==> src/rtl/mem_uart_tx_if.sv <==
// Store-bus interface between the core's memory stage and mem_uart_tx.
//   wr_en    : one-cycle store strobe; mem_addr/mem_data valid when high
//   mem_addr : store address
//   mem_data : store data
// master drives the bus (core / testbench), slave consumes it (peripheral).
interface mem_uart_tx_if;
  logic        wr_en;
  logic [31:0] mem_addr;
  logic [31:0] mem_data;

  modport master (output wr_en, output mem_addr, output mem_data);
  modport slave  (input  wr_en, input  mem_addr, input  mem_data);
endinterface

==> src/rtl/mem_uart_tx.sv <==
// mem_uart_tx: memory-mapped character output. Stores to TX_ADDR push the low
// data byte into a FIFO; an 8N1 UART transmitter drains the FIFO onto o_tx.
// Bytes arriving while the FIFO is full are dropped and flagged in o_overflow,
// which is cleared by a store to STAT_ADDR with data bit 0 set.
//
// Ports:
//   i_clk      : single clock
//   i_reset_n  : asynchronous reset, active low
//   bus        : store bus (wr_en, mem_addr, mem_data), slave side
//   o_tx       : UART serial line, idle high, registered
//   o_busy     : transmitter active or FIFO non-empty
//   o_level    : FIFO occupancy
//   o_overflow : sticky, a byte was dropped
//
// state | meaning
// IDLE  | line high, waiting for a byte in the FIFO
// START | start bit (low) for CLKS_PER_BIT cycles
// DATA  | eight data bits, LSB first, CLKS_PER_BIT cycles each
// STOP  | stop bit (high); on expiry chains straight into the next frame
module mem_uart_tx #(
  parameter int          CLKS_PER_BIT = 16,
  parameter int          FIFO_DEPTH   = 8,
  parameter logic [31:0] TX_ADDR      = 32'h0000_1000,
  parameter logic [31:0] STAT_ADDR    = 32'h0000_1004
) (
  input  logic                          i_clk,
  input  logic                          i_reset_n,
  mem_uart_tx_if.slave                  bus,
  output logic                          o_tx,
  output logic                          o_busy,
  output logic [$clog2(FIFO_DEPTH):0]   o_level,
  output logic                          o_overflow
);

  localparam int PW = $clog2(FIFO_DEPTH);
  localparam int LW = PW + 1;
  localparam int CW = $clog2(CLKS_PER_BIT);

  typedef enum logic [1:0] {
    IDLE  = 2'd0,
    START = 2'd1,
    DATA  = 2'd2,
    STOP  = 2'd3
  } state_t;

  state_t         state, state_n;
  logic [CW-1:0]  baud_cnt, baud_cnt_n;
  logic [2:0]     bit_idx, bit_idx_n;
  logic [7:0]     shift, shift_n;
  logic           tx, tx_n;

  logic [7:0]     fifo_mem [FIFO_DEPTH];
  logic [PW-1:0]  wr_ptr, rd_ptr;
  logic [LW-1:0]  level;
  logic           overflow;

  logic           push_req;
  logic           clr_req;
  logic           push_acc;
  logic           drop;
  logic           pop;
  logic           baud_done;
  logic           fifo_nonempty;

  // Only the low byte of a store is transmitted.
  logic           unused_data_hi;
  assign unused_data_hi = ^bus.mem_data[31:8];

  assign push_req      = bus.wr_en && (bus.mem_addr == TX_ADDR);
  assign clr_req       = bus.wr_en && (bus.mem_addr == STAT_ADDR) && bus.mem_data[0];
  assign baud_done     = (baud_cnt == CW'(CLKS_PER_BIT - 1));
  assign fifo_nonempty = (level != '0);

  // A pop happens whenever the transmitter is ready for a new frame and the
  // FIFO holds a byte: from IDLE, or at the end of a stop bit.
  assign pop = fifo_nonempty &&
               ((state == IDLE) || ((state == STOP) && baud_done));

  // A pop in the same cycle frees the slot, so a full FIFO can still accept.
  assign push_acc = push_req && ((level < LW'(FIFO_DEPTH)) || pop);
  assign drop     = push_req && !push_acc;

  // FIFO storage; the head is read before the same-edge write, so a push
  // into the slot being popped at full never corrupts the popped byte.
  always_ff @(posedge i_clk) begin
    if (push_acc) begin
      fifo_mem[wr_ptr] <= bus.mem_data[7:0];
    end
  end

  always_ff @(posedge i_clk or negedge i_reset_n) begin
    if (!i_reset_n) begin
      wr_ptr   <= '0;
      rd_ptr   <= '0;
      level    <= '0;
      overflow <= 1'b0;
    end else begin
      if (push_acc) begin
        wr_ptr <= wr_ptr + PW'(1);
      end
      if (pop) begin
        rd_ptr <= rd_ptr + PW'(1);
      end
      level <= level + LW'(push_acc) - LW'(pop);
      // A drop in the same cycle as a clear wins.
      if (drop) begin
        overflow <= 1'b1;
      end else if (clr_req) begin
        overflow <= 1'b0;
      end
    end
  end

  always_ff @(posedge i_clk or negedge i_reset_n) begin
    if (!i_reset_n) begin
      state    <= IDLE;
      baud_cnt <= '0;
      bit_idx  <= '0;
      shift    <= '0;
      tx       <= 1'b1;
    end else begin
      state    <= state_n;
      baud_cnt <= baud_cnt_n;
      bit_idx  <= bit_idx_n;
      shift    <= shift_n;
      tx       <= tx_n;
    end
  end

  always_comb begin
    state_n    = state;
    baud_cnt_n = baud_cnt;
    bit_idx_n  = bit_idx;
    shift_n    = shift;
    tx_n       = tx;

    if (pop) begin
      shift_n = fifo_mem[rd_ptr];
    end

    unique case (state)
      IDLE: begin
        tx_n = 1'b1;
        if (pop) begin
          state_n    = START;
          baud_cnt_n = '0;
          tx_n       = 1'b0;
        end
      end

      START: begin
        if (baud_done) begin
          state_n    = DATA;
          baud_cnt_n = '0;
          bit_idx_n  = '0;
          tx_n       = shift[0];
        end else begin
          baud_cnt_n = baud_cnt + CW'(1);
        end
      end

      DATA: begin
        if (baud_done) begin
          baud_cnt_n = '0;
          if (bit_idx == 3'd7) begin
            state_n = STOP;
            tx_n    = 1'b1;
          end else begin
            bit_idx_n = bit_idx + 3'd1;
            tx_n      = shift[bit_idx + 3'd1];
          end
        end else begin
          baud_cnt_n = baud_cnt + CW'(1);
        end
      end

      STOP: begin
        if (baud_done) begin
          baud_cnt_n = '0;
          if (pop) begin
            state_n = START;
            tx_n    = 1'b0;
          end else begin
            state_n = IDLE;
            tx_n    = 1'b1;
          end
        end else begin
          baud_cnt_n = baud_cnt + CW'(1);
        end
      end

      default: begin
        state_n    = IDLE;
        baud_cnt_n = '0;
        tx_n       = 1'b1;
      end
    endcase
  end

  assign o_tx       = tx;
  assign o_level    = level;
  assign o_overflow = overflow;
  assign o_busy     = (state != IDLE) || fifo_nonempty;

endmodule

==> src/flat_wrapper.sv <==
// flat-port wrapper written by rule: the top's interface ports become plain ports
module mem_uart_tx_flat 
#(
  parameter int          CLKS_PER_BIT = 16,
  parameter int          FIFO_DEPTH   = 8,
  parameter logic [31:0] TX_ADDR      = 32'h0000_1000,
  parameter logic [31:0] STAT_ADDR    = 32'h0000_1004
)
  (i_clk, i_reset_n, o_tx, o_busy, o_level, o_overflow, bus_wr_en, bus_mem_addr, bus_mem_data);
  mem_uart_tx_if bus_i ();
  input  logic i_clk;
  input  logic i_reset_n;
  output logic o_tx;
  output logic o_busy;
  output logic [$clog2(FIFO_DEPTH):0] o_level;
  output logic o_overflow;
  input wire logic [$bits(bus_i.wr_en)-1:0] bus_wr_en;
  input wire logic [$bits(bus_i.mem_addr)-1:0] bus_mem_addr;
  input wire logic [$bits(bus_i.mem_data)-1:0] bus_mem_data;
  assign bus_i.wr_en = bus_wr_en;
  assign bus_i.mem_addr = bus_mem_addr;
  assign bus_i.mem_data = bus_mem_data;
  mem_uart_tx #(.CLKS_PER_BIT(CLKS_PER_BIT), .FIFO_DEPTH(FIFO_DEPTH), .TX_ADDR(TX_ADDR), .STAT_ADDR(STAT_ADDR)) u_core (.i_clk(i_clk), .i_reset_n(i_reset_n), .bus(bus_i), .o_tx(o_tx), .o_busy(o_busy), .o_level(o_level), .o_overflow(o_overflow));
endmodule
==> config.mk <==
export PLATFORM = sky130hd
export DESIGN_NAME = mem_uart_tx_flat
export DESIGN_NICKNAME = d
export VERILOG_FILES = /design/src/rtl/mem_uart_tx_if.sv /design/src/rtl/mem_uart_tx.sv /design/src/flat_wrapper.sv
export SDC_FILE = /design/constraint.sdc
export NUM_CORES = 1
export LEC_CHECK = 0
export ABC_CLOCK_PERIOD_IN_PS = 4600
export CAP_MARGIN = 20
export CORE_ASPECT_RATIO = 0.7
export CORE_MARGIN = 2
export CORE_UTILIZATION = 50
export DETAILED_ROUTE_END_ITERATION = 8
export MAX_ROUTING_LAYER = met4
export PLACE_DENSITY = 0.76
export SYNTH_ARGS = -nofsm -noshare
export SYNTH_HDL_FRONTEND = slang
export SYNTH_SLANG_ARGS = --single-unit
export TNS_END_PERCENT = 100
==> constraint.sdc <==
create_clock -name i_clk -period 4.6 [get_ports i_clk]
set_clock_uncertainty 0.2 [all_clocks]
set_input_delay 1.15 -clock i_clk [delete_from_list [all_inputs] [get_ports i_clk]]
set_output_delay 1.15 -clock i_clk [all_outputs]
set_load 0.01 [all_outputs]
=== After elaboration in Yosys (flattened, before gate mapping) ===
Memories as Yosys holds them, arrays and structs flattened. A register that Yosys moved wholly into a read port is not among the register bits.
Index checks and enable logic that the tools add are counted.

* Shift-type cells: 0
* Muxes and demuxes: 26
* Reductions and logical operators: 21
* Divide/modulo/power cells: 0
* Add/sub/neg operators: 6
* Bitwise logic cells: 0
* $lt $le $gt $ge: 2
* Multipliers: 0
* Eq/ne operators: 13

{| class="wikitable"
|+ Operator list
! cell !! count
|-
| 32-bit by 13-bit == test with 1-bit output (second input constant) || 2
|-
| 1-bit 2-to-1 mux || 11
|-
| 2-bit 2-to-1 mux || 5
|-
| 2-bit by 1-bit != test with 1-bit output (second input constant) || 5
|-
| 3-bit by 1-bit adder with 3-bit output (second input constant) || 3
|-
| 3-bit 2-to-1 mux || 3
|-
| 4-bit 2-to-1 mux || 2
|-
| 2-bit one-hot mux with 4 select lines || 1
|-
| 4-bit one-hot mux with 2 select lines || 1
|-
| 1-bit logical AND || 7
|-
| 3-bit one-hot mux with 2 select lines || 1
|-
| 2-bit nonzero test || 3
|-
| 5-bit AND reduction || 1
|-
| 4-bit by 1-bit adder with 4-bit output || 1
|-
| 4-bit by 1-bit adder with 4-bit output (second input constant) || 1
|-
| 2-bit == test (second input constant) || 2
|-
| 4-bit == test (second input constant) || 1
|-
| 3-bit by 4-bit < comparator with 1-bit output (second input constant) || 1
|-
| 4-bit < comparator (second input constant) || 1
|-
| 1-bit one-hot mux with 4 select lines || 1
|-
| 4-bit AND reduction || 1
|-
| 4-bit nonzero test || 1
|-
| 4-bit by 1-bit subtractor with 4-bit output || 1
|-
| 1-bit binary-select mux with 3-bit select || 1
|-
| other kinds (8) || 11
|}

* Output and inout bits: 7
* ROM bits: 0
* Bits in writable memories: 64
* Memories: 1
* Bits in latches: 0
* Bits of input ports: 67
* Register bits after elaboration: 21

{| class="wikitable"
|+ Memories
! memory !! depth !! width !! read ports !! clocked after memory_dff !! write ports !! line !! source
|-
| u_core.fifo_mem || 8 || 8 || 1 || 1 || 1 || mem_uart_tx.sv:52 || <nowiki>logic [7:0] fifo_mem [FIFO_DEPTH];</nowiki>
|}

=== Logic depth before layout (Yosys ltp) ===
* Depth in word-level cells: 9
* Gate-level depth with buffers: 11

=== Least setup slack after synthesis ===
No wires, ideal clock.

* Path kind: input port to flip-flop
* Start: in bus_mem_addr[29]
* End: reg u_core.level[2], in the netlist u_core.o_level[2]
* Stages: 8
* Arrival: 2.881 ns
* Slack: 1.396 ns
* Library setup time: 0.123 ns
* Required time: 4.277 ns
* Cells stage by stage: nor4_1 nand4_1 a2111oi_4 buf_6 ha_1 inv_1 fa_1 xnor2_1

* Cells in the longest elaborated chain, start to end: 5

{| class="wikitable"
|+ Ends and longest elaborated chain
! what !! line !! source
|-
| from (decl) || flat_wrapper.sv:18 || <nowiki>input wire logic [$bits(bus_i.mem_addr)-1:0] bus_mem_addr;</nowiki>
|-
| 32-bit by 13-bit == test with 1-bit output || mem_uart_tx.sv:69 || <nowiki>assign push_req = bus.wr_en && (bus.mem_addr == TX_ADDR);</nowiki>
|-
| 1-bit logical AND || mem_uart_tx.sv:69 ||
|-
| 1-bit logical AND || mem_uart_tx.sv:80 || <nowiki>assign push_acc = push_req && ((level < LW'(FIFO_DEPTH)) || pop);</nowiki>
|-
| named net u_core.push_acc || mem_uart_tx.sv:59 || <nowiki>logic push_acc;</nowiki>
|-
| 4-bit by 1-bit adder with 4-bit output || mem_uart_tx.sv:104 || <nowiki>level <= level + LW'(push_acc) - LW'(pop);</nowiki>
|-
| 4-bit by 1-bit subtractor with 4-bit output || mem_uart_tx.sv:104 ||
|-
| to (signal assigned) || mem_uart_tx.sv:104 ||
|-
| to (decl) || mem_uart_tx.sv:54 || <nowiki>logic [LW-1:0] level;</nowiki>
|}

The timed path passes the listed nets, and every way through them passes these cells.
A chain may end at the register's enable or synchronous reset.

=== Worst setup path after layout ===
* Start: in bus_mem_addr[21]
* End: mem u_core.fifo_mem[1][3], enable pin

* Cells in the longest elaborated chain, start to end: 5

{| class="wikitable"
|+ Ends and longest elaborated chain
! what !! line !! source
|-
| 32-bit by 13-bit == test with 1-bit output || mem_uart_tx.sv:69 ||
|-
| 1-bit logical AND || mem_uart_tx.sv:69 ||
|-
| 1-bit logical AND || mem_uart_tx.sv:80 ||
|-
| 1-bit 2-to-1 mux || mem_uart_tx.sv:86 || <nowiki>if (push_acc) begin</nowiki>
|-
| 1-bit 2-to-1 mux (not written as such) || mem_uart_tx.sv:87 || <nowiki>fifo_mem[wr_ptr] <= bus.mem_data[7:0];</nowiki>
|-
| to (decl) || mem_uart_tx.sv:52 ||
|}

Every way passes these cells.

==> flow_summary.ini <==
[timing]
fin_crit_sh_pct = 82.55
whs_ns = 0.2748
max_clock_freq_mhz = 263.4
final-hold-violation-count = 0
final-setup-viol-count = 0
slew_headroom_pct = 45.98
rsz0062_at_grt = no
maxSlewViolCount = 0
period_needed_ns = 3.797
tns_ns = 0
tightest_slew_ns = 0.8104

[drt]
vias = 2370
drtIter0Drc = 249
viasPerCell = 5.603
wl_per_cell_um = 18.26
wl_um = 7725
wl_met2_um = 3730
drc = 0
m1WireLength_um = 3647
ant_nets = 0
firstDrtPassIters = 4
met3WireLength_um = 318
routed.top_layer = met4

[pwr]
p_leak_nw = 1.904
p_per_area_nw_per_um2 = 322.9
vdd_ir_drop_max_mv = 0.3103

[synthesis]
synth.largest_area_cell = edfxtp_1
synth_nets = 345
syn_area_per_cell_um2 = 15.88
netlist_instances = 262
synth_mux_area_share_pct = 12.90
yosysSeqAreaShare_pct = 63.65
yosys.area.top_type_share_pct = 46.18
ys_warn_count = 0
ys_ff_latch = 93
synth_cell_type_count = 52
synth_xor_area_share_pct = 1.263
yosys.area_share.simple_pct = 8.238
async_flop_share_pct = 31.18
syn-cell-area_um2 = 4161
synth_top_family_by_area = multiplexers
synth_compound_area_share_pct = 6.524
synthTopCellsByArea = edfxtp_1 (46%), dfrtp_1 (17%), mux4_2 (8.7%), ha_1 (4.5%), mux2i_1 (2.2%)
synth_edf_count = 64
ys.flop_type = edfxtp_1
synthAdderAreaFrac_pct = 4.991

[worst_setup_path]
r2r-end = u_core.fifo_mem[1][3]
worst_ep_arrival_time_ns = 3.58
r2r_cells = 6
worst-setup-path-type = in2reg
crit_end = u_core.fifo_mem[1][3]
rr_startpoint = u_core.o_level[3]
cp_max_fo = 11
crit_required_ns = 4.38
cp-startpoint = bus_mem_addr[21]
worstSetupEndpointType = register
reg2reg_slack_ns = 1.44
start_kind = primary input

[min_path]
min_path_cells = 2
hold_class = reg2reg
min_from = u_core.o_tx

[layout]
register_area_um2 = 2649
diodes = 0
multi_input_area_um2 = 1411
mostFrequentLayoutCells = edfxtp_1 (64), clkdlybuf4s50_1 (49), dfrtp_1 (28)
drive_gt1_share_pct = 13.35
layout_commonest_cell = edfxtp_1
final_nets = 400
final_core_util_pct = 63.42
final_cells = 423
fill_cells = 565
area_growth_pct = 21.50
finish.instance_area_um2 = 5056

[clock_tree]
ctsHoldBuffers = 0
cts_made_buffers = 9
cts_max_level = 3
clock_latency_ns = 0.34
numClockSinks = 93
post_cts_resize_count = 0
clockBufferDepth = 2
cts_tree = done
postCtsSetupRepairBufs = 0
clk_pin_slew_worst_paths_ns = 0.06
cts-root-buf = clkbuf_16

[grt]
grt_pass1_wl_um = 12600
grt-ovfl-total = 0
grt_max_degree = 30
grt_pass1_vias = 2373
track_usage_pct = 19.33
antenna_found_initial = 0

[floorplan]
die_h_um = 80.33
core-area_um2 = 7973
io_pins = 74
die_x_um = 113.0
dieArea_um2 = 9081
start_util_pct = 52.20
core.rowCount = 27

[placed_design]
dpl_cell_area_um2 = 4752
gp_congestion = 0.8070
dp_hpwl_um = 5143
portBuffers = 49
dp.cells = 406

[outcome]
status = finished clean

[flow_run]
drv_cap = 0
==> layout make-up <==
class	instances	area share, %
multi-input combinational	146	27.91
tap	101	2.499
timing repair buffer	53	10.69
inverter	14	1.039
clock inverter	6	0.9404
clock buffer	10	4.529
sequential	93	52.39
==> power by group <==
part	switching, W	internal (W)	leakage [nW]	total (W)
clock	0.000316	0.000371	0.129	0.000687
combinational	0.0000172	0.0000330	0.848	0.0000502
sequential	0.0000000000553	0.000896	0.928	0.000896
total	0.000333	0.00130	1.90	0.00163
==> synthesized netlist by cell type (2+ instances only) <==
master,count
a21oi_1,4
mux2i_1,9
dfrtp_1,28
buf_2,3
ha_1,15
o21ai_0,9
nand4_1,3
clkbuf_1,3
and3_1,3
xor2_1,3
a21o_1,2
mux4_2,16
o21ai_1,10
a22o_1,5
mux4_1,2
nor2_1,6
nor4_1,7
mux2_2,2
inv_1,13
nor3_1,2
edfxtp_1,64
a2111oi_1,2
and4b_1,3
nand2b_1,2
xnor2_1,3
nand2_1,17
==> per-layer routing <==
| metal | track usage [%] | vias to the layer above |
|---|---|---|
| met5 | - | - |
| met4 | 5.000 | 0 |
| met3 | 6.491 | 7 |
| met2 | 28.98 | 45 |
| met1 | 25.78 | 1181 |
| li1 | - | 1137 |
==> sequential cells by signal, summed over array words and instances (netlist names) <==
| signal | flops |
|---|---|
| u_core.rd_ptr | 3 |
| u_core.o_tx | 1 |
| u_core.o_overflow | 1 |
| u_core.fifo_mem | 64 |
| u_core.state | 2 |
| u_core.wr_ptr | 3 |
| u_core.baud_cnt | 4 |
| u_core.shift | 8 |
| u_core.bit_idx | 3 |
| u_core.o_level | 4 |
==> through the flow <==
stage	setup slack [ns]	power (W)
finish	0.8028	0.001633
global route	0.5790	0.001683
CTS	0.8048	0.001644
detailed placement	0.4445	0.0009642
global placement	0.5213	0.0009623
floorplan	1.396	0.0009157
==> critical path: stages <==
cell and delay [ns]:
clkdlybuf4s50_1 0.42, nor4_1 0.34, nand4_1 0.30, a2111oi_4 0.74, and4bb_1 0.62
==> kinds of logic after synthesis <==
logic type,Yosys count
flops,93
buf+inv,23
xor+xnor,6
fa+ha+maj,16
compound gates,39
simple gates,55
mux,30
==> worst min path at each step <==
| stage | endpoint |
|---|---|
| floorplan | u_core.shift[4] |
| global placement | u_core.shift[4] |
| detailed placement | u_core.shift[1] |
| CTS | u_core.o_tx |
| global route | u_core.o_tx |
| finish | u_core.o_tx |
Power figures use the tool's default switching activity.
